===== config.mk =====
export PLATFORM = sky130hd
export DESIGN_NAME = uart_adder_host
export DESIGN_NICKNAME = d
export VERILOG_FILES = /design/src/rtl/uart_adder_host.sv
export SDC_FILE = /design/constraint.sdc
export NUM_CORES = 1
export LEC_CHECK = 0
export ABC_AREA = 0
export BUFFER_PORTS_ARGS = -buffer_cell sky130_fd_sc_hd__buf_2
export CORE_MARGIN = 4
export CORE_UTILIZATION = 48
export CTS_CLUSTER_DIAMETER = 150
export DETAILED_ROUTE_END_ITERATION = 10
export PLACE_DENSITY = 0.8
export SYNTH_ARGS = -nofsm -noshare
export SYNTH_HDL_FRONTEND = slang
export SYNTH_SLANG_ARGS = --single-unit
export TNS_END_PERCENT = 5

===== constraint.sdc =====
create_clock -name CLK -period 2.55 [get_ports CLK]
set_input_delay 0.765 -clock CLK [delete_from_list [all_inputs] [get_ports CLK]]
set_output_delay 0.765 -clock CLK [all_outputs]
set_load 0.02 [all_outputs]

===== src/rtl/uart_adder_host.sv =====
// Host-side requester for the UART adder link: sends A,B as four bytes (MSB first)
// and assembles the two-byte reply into a 16-bit result.
module uart_adder_host #(
  parameter int TIMEOUT_CYCLES = 100000,
  parameter int TMR_W          = 17
) (
  input  logic        CLK,
  input  logic        RST,
  input  logic        Start_in,
  input  logic [15:0] A_in,
  input  logic [15:0] B_in,
  input  logic        Tx_Done_in,
  output logic        Tx_DV_out,
  output logic [7:0]  Tx_Byte_out,
  input  logic        Rx_DV_in,
  input  logic [7:0]  Rx_Byte_in,
  output logic        Busy_out,
  output logic [15:0] Result_out,
  output logic        Result_valid_out,
  output logic        Timeout_out
);

  typedef enum logic [2:0] {S_IDLE, S_SEND, S_WAIT_TX, S_RECV, S_DONE} state_e;

  // The abort decision is taken one cycle early so the registered Timeout_out
  // lands exactly TIMEOUT_CYCLES cycles after the last received byte.
  localparam logic [TMR_W-1:0] TMR_LAST = TMR_W'(TIMEOUT_CYCLES - 2);

  state_e            state_q, state_d;
  logic [1:0]        byte_idx_q, byte_idx_d;
  logic              rx_cnt_q, rx_cnt_d;
  logic [TMR_W-1:0]  timer_q, timer_d;
  logic [31:0]       op_q, op_d;
  logic [7:0]        res_msb_q, res_msb_d;
  logic [15:0]       result_q, result_d;
  logic              timeout_q, timeout_d;

  always_ff @(posedge CLK or negedge RST) begin
    if (!RST) begin
      state_q    <= S_IDLE;
      byte_idx_q <= 2'd0;
      rx_cnt_q   <= 1'b0;
      timer_q    <= '0;
      op_q       <= 32'd0;
      res_msb_q  <= 8'd0;
      result_q   <= 16'd0;
      timeout_q  <= 1'b0;
    end else begin
      state_q    <= state_d;
      byte_idx_q <= byte_idx_d;
      rx_cnt_q   <= rx_cnt_d;
      timer_q    <= timer_d;
      op_q       <= op_d;
      res_msb_q  <= res_msb_d;
      result_q   <= result_d;
      timeout_q  <= timeout_d;
    end
  end

  always_comb begin
    state_d    = state_q;
    byte_idx_d = byte_idx_q;
    rx_cnt_d   = rx_cnt_q;
    timer_d    = timer_q;
    op_d       = op_q;
    res_msb_d  = res_msb_q;
    result_d   = result_q;
    timeout_d  = 1'b0;
    case (state_q)
      S_IDLE: begin
        if (Start_in) begin
          op_d       = {A_in, B_in};
          byte_idx_d = 2'd0;
          state_d    = S_SEND;
        end
      end
      S_SEND: state_d = S_WAIT_TX;
      S_WAIT_TX: begin
        if (Tx_Done_in) begin
          if (byte_idx_q != 2'd3) begin
            byte_idx_d = byte_idx_q + 2'd1;
            state_d    = S_SEND;
          end else begin
            rx_cnt_d = 1'b0;
            timer_d  = '0;
            state_d  = S_RECV;
          end
        end
      end
      S_RECV: begin
        if (Rx_DV_in) begin
          if (!rx_cnt_q) begin
            res_msb_d = Rx_Byte_in;
            rx_cnt_d  = 1'b1;
            timer_d   = '0;
          end else begin
            result_d = {res_msb_q, Rx_Byte_in};
            state_d  = S_DONE;
          end
        end else if (timer_q == TMR_LAST) begin
          timeout_d = 1'b1;
          state_d   = S_IDLE;
        end else begin
          timer_d = timer_q + TMR_W'(1);
        end
      end
      S_DONE:  state_d = S_IDLE;
      default: state_d = S_IDLE;
    endcase
  end

  always_comb begin
    case (byte_idx_q)
      2'd0:    Tx_Byte_out = op_q[31:24];
      2'd1:    Tx_Byte_out = op_q[23:16];
      2'd2:    Tx_Byte_out = op_q[15:8];
      default: Tx_Byte_out = op_q[7:0];
    endcase
  end

  assign Tx_DV_out        = (state_q == S_SEND);
  assign Busy_out         = (state_q != S_IDLE);
  assign Result_valid_out = (state_q == S_DONE);
  assign Result_out       = result_q;
  assign Timeout_out      = timeout_q;

endmodule


==> results.cfg <==
[timing]
fin_skew_ns = 0.00731
timing.final.crit_share_pct = 97.0
grt_setup_unrepaired = true
slew_viol_final = 0
whs_ns = 0.383
setup_viol = 0
worstMarginPinSlew_ns = 0.517
setup-tns-final_ns = 0
layout_setup_ws_ns = 0.0768
relSlewSlack_pct = 65.3
finalHoldViolCount = 0
period_minus_slack_ns = 2.47
fmax_mhz = 404

[min_path]
hold_class = in -> async

[cells_and_area]
fillers = 626
antennaDiodeCount = 0
nets = 438
final_cell_mix = dfrtp_1, buf_2, mux2_2
instances_no_fill = 491
mostFrequentLayoutCell = dfrtp_1
layout-area-overhead-vs-synth_pct = 18.1
drive_gt1_share_pct = 40.3
final_core_util_pct = 59.2

[clock_network]
htreeDepth = 3
clock_path_buffers = 2
root_buffer = clkbuf_8
clkLatencyLatePin_ns = 0.35
cts_tree = done
hold_buffers = 0
cts_made_buffers = 9
path_clk_slew_ns = 0.08
cts_sinks = 80

[yosys]
synth_compound_area_share_pct = 11.4
yosys-mux-area-fraction_pct = 17.1
synthAdderAreaFrac_pct = 2.03
yosys.area_share.simple_pct = 12.0
synth_edf_count = 0
synth_top_family_by_area = multiplexers
netlist_area_sq_um = 3690
ys_seq_area_share_pct = 54.2
yosys_warnings = 0
syn_inst = 318
synth_cell_types = 43
syn-num-nets = 369
synthXorXnorAreaFrac_pct = 0
yosys_most_used_dff = dfrtp_1
synth_area_per_cell_sq_um = 11.6
async_flop_share_pct = 100
ys_ff_latch = 80

[worst_setup_path]
critical_path.cell_chain = buf_4 > ha_4 > a222oi_1 > a21oi_1 > buf_2
critPathMaxStageDelay_ns = 0.40
worstSetupPathType = reg -> out
crit_fanout = 8
required_ns = 1.79
cp_top_family = compound AO/OA/AOI/OAI gates
start_kind = register
arrival_ns = 1.71
critPathCaptureType = output port
slowest_stage = dfrtp_1
crit_buf_inv = 2

[placement]
hpwl_microns = 5780
pre_cts_slack_ns = 0.355
dp.cells = 474
gp_congestion = 0.841
port_buffers = 72

[floorplan]
io_pins = 73
die_x_microns = 95.7
die-area_sq_um = 9160
num_rows = 31
initial_core_util_pct = 50.1
placeableCoreArea_sq_um = 7370
die_y_microns = 95.7

[route]
viasPerCell = 5.85
wl_microns = 8310
ant_nets = 0
drc = 0
drtPass1Iterations = 5
wl_per_cell_microns = 16.9
via_count = 2873
drt_iter0_drc = 271

[grt]
grt_pass1_wl_microns = 13600
grt_pass1_vias = 2768
grt_overflow = 0
antenna_found_initial = 0
grt_max_degree = 43
grt_use_total_pct = 19.3

[power_and_ir_drop]
internal-power_w = 0.00301
sw_frac_of_total_pct = 36.9
power.density_nw_per_um2 = 1090
p_clk_share_pct = 17.9
p_sw_w = 0.00176
pwr-share-seq_pct = 44.4
leakagePower_nw = 1.97
ir_drop_mv = 0.618
pwr-share-comb_pct = 37.7

[status]
outcome = completed

[job]
drv_cap = 0
## area by class of cell
cell class | count | area [sq um] | share of cell area, %
multi-input combinational | 212 | 1610 | 36.9
sequential | 80 | 2000 | 45.9
clock buffer | 11 | 141 | 3.24
clock inverter | 5 | 40.0 | 0.918
inverter | 6 | 23.8 | 0.545
tap | 99 | 124 | 2.84
timing repair buffer | 78 | 420 | 9.64
## per-layer routing
layer / wire (microns) / up-vias / share of wire, % / global-route usage (%)
met5: 0 / - / 0 / 0
met4: 161 / 0 / 1.9 / 8.29
met3: 584 / 15 / 7.0 / 4.30
met2: 3940 / 120 / 47 / 29.2
met1: 3630 / 1413 / 44 / 26.7
li1: - / 1325 / - / -
## stage by stage
step / power (W) / area [sq um]
after global routing: 0.00508 / 4360
after global placement: 0.00380 / 4140
after detailed placement: 0.00388 / 4140
final: 0.00477 / 4360
after CTS: 0.00475 / 4330
after floorplan: 0.00331 / 3690
## worst register-to-register path: cells and delay by family (launching register included)
kind	cells	cell delay (ns)
AND/OR/NAND/NOR	3	1.05
flip-flops	1	0.51
AO/OA/AOI/OAI	1	0.32
## cells by family after synthesis
| group | count (synthesis) |
|---|---|
| fa+ha+maj | 6 |
| flops | 80 |
| simple gates | 82 |
| buf+inv | 26 |
| compound gates | 68 |
| mux | 56 |
## power by group through the flow
stage | clock (W) | sequential [W] | combinational (W)
6_report | 0.000857 | 0.00212 | 0.00180
5_1_grt | 0.000935 | 0.00218 | 0.00196
4_1_cts | 0.000872 | 0.00211 | 0.00176
3_5_place_dp | 0 | 0.00212 | 0.00175
3_3_place_gp | 0 | 0.00210 | 0.00169
2_1_floorplan | 0 | 0.00210 | 0.00121
## synth_stat cells, types with 2 or more instances
master    number  area (sq um)
o21ai_0       11          55.1
nor4_1         2          12.5
o21ai_1       13          65.1
buf_6          2          22.5
nand2_1        9          33.8
mux2_2        56           631
nand4_1        9          56.3
nand3_1       14          70.1
a222oi_1       8          80.1
buf_2          6          30.0
ha_1           6          75.1
buf_1          2          7.51
a21oi_1       19          95.1
nor4b_1        2          17.5
clkbuf_1      10          37.5
nor2_1        20          75.1
and3_1         5          31.3
o31ai_1        2          15.0
inv_1          5          18.8
dfrtp_1       80          2000
a31oi_1        6          37.5
a211oi_1       2          15.0
nor3_1         9          45.0
## sequential cells by signal (all words and copies together), names as in the netlist
name / cells
Result_out: 16
op_q: 32
timer_q: 17
byte_idx_q: 2
Timeout_out: 1
rx_cnt_q: 1
state_q: 3
res_msb_q: 8
## path summary, 6_finish.rpt
path / startpoint / endpoint / slack (ns) / depth (start not counted)
worst max-delay path: byte_idx_q[0]$_DFFE_PN0P_ / Tx_Byte_out[6] / 0.08 / 5
worst min-delay path: RST / timer_q[7]$_DFFE_PN0P_ / 0.38 / 1
worst max register to register: state_q[1]$_DFFE_PN0P_ / timer_q[2]$_DFFE_PN0P_ / 0.57 / 4
worst min register to register: res_msb_q[3]$_DFFE_PN0P_ / Result_out[11]$_DFFE_PN0P_ / 0.50 / 1
max in group asynchronous: RST / op_q[0]$_DFFE_PN0P_ / 1.58 / 2
min in group CLK: res_msb_q[3]$_DFFE_PN0P_ / Result_out[11]$_DFFE_PN0P_ / 0.50 / 1
## timing repair
item                                    4_1_cts  5_1_grt
hold endpoints to repair                      0        0
gates resized for setup                       2        5
endpoints found under the setup margin        5        8
setup buffers                                 0        1
pin swaps                                     0        1
Power figures use the tool's default switching activity.
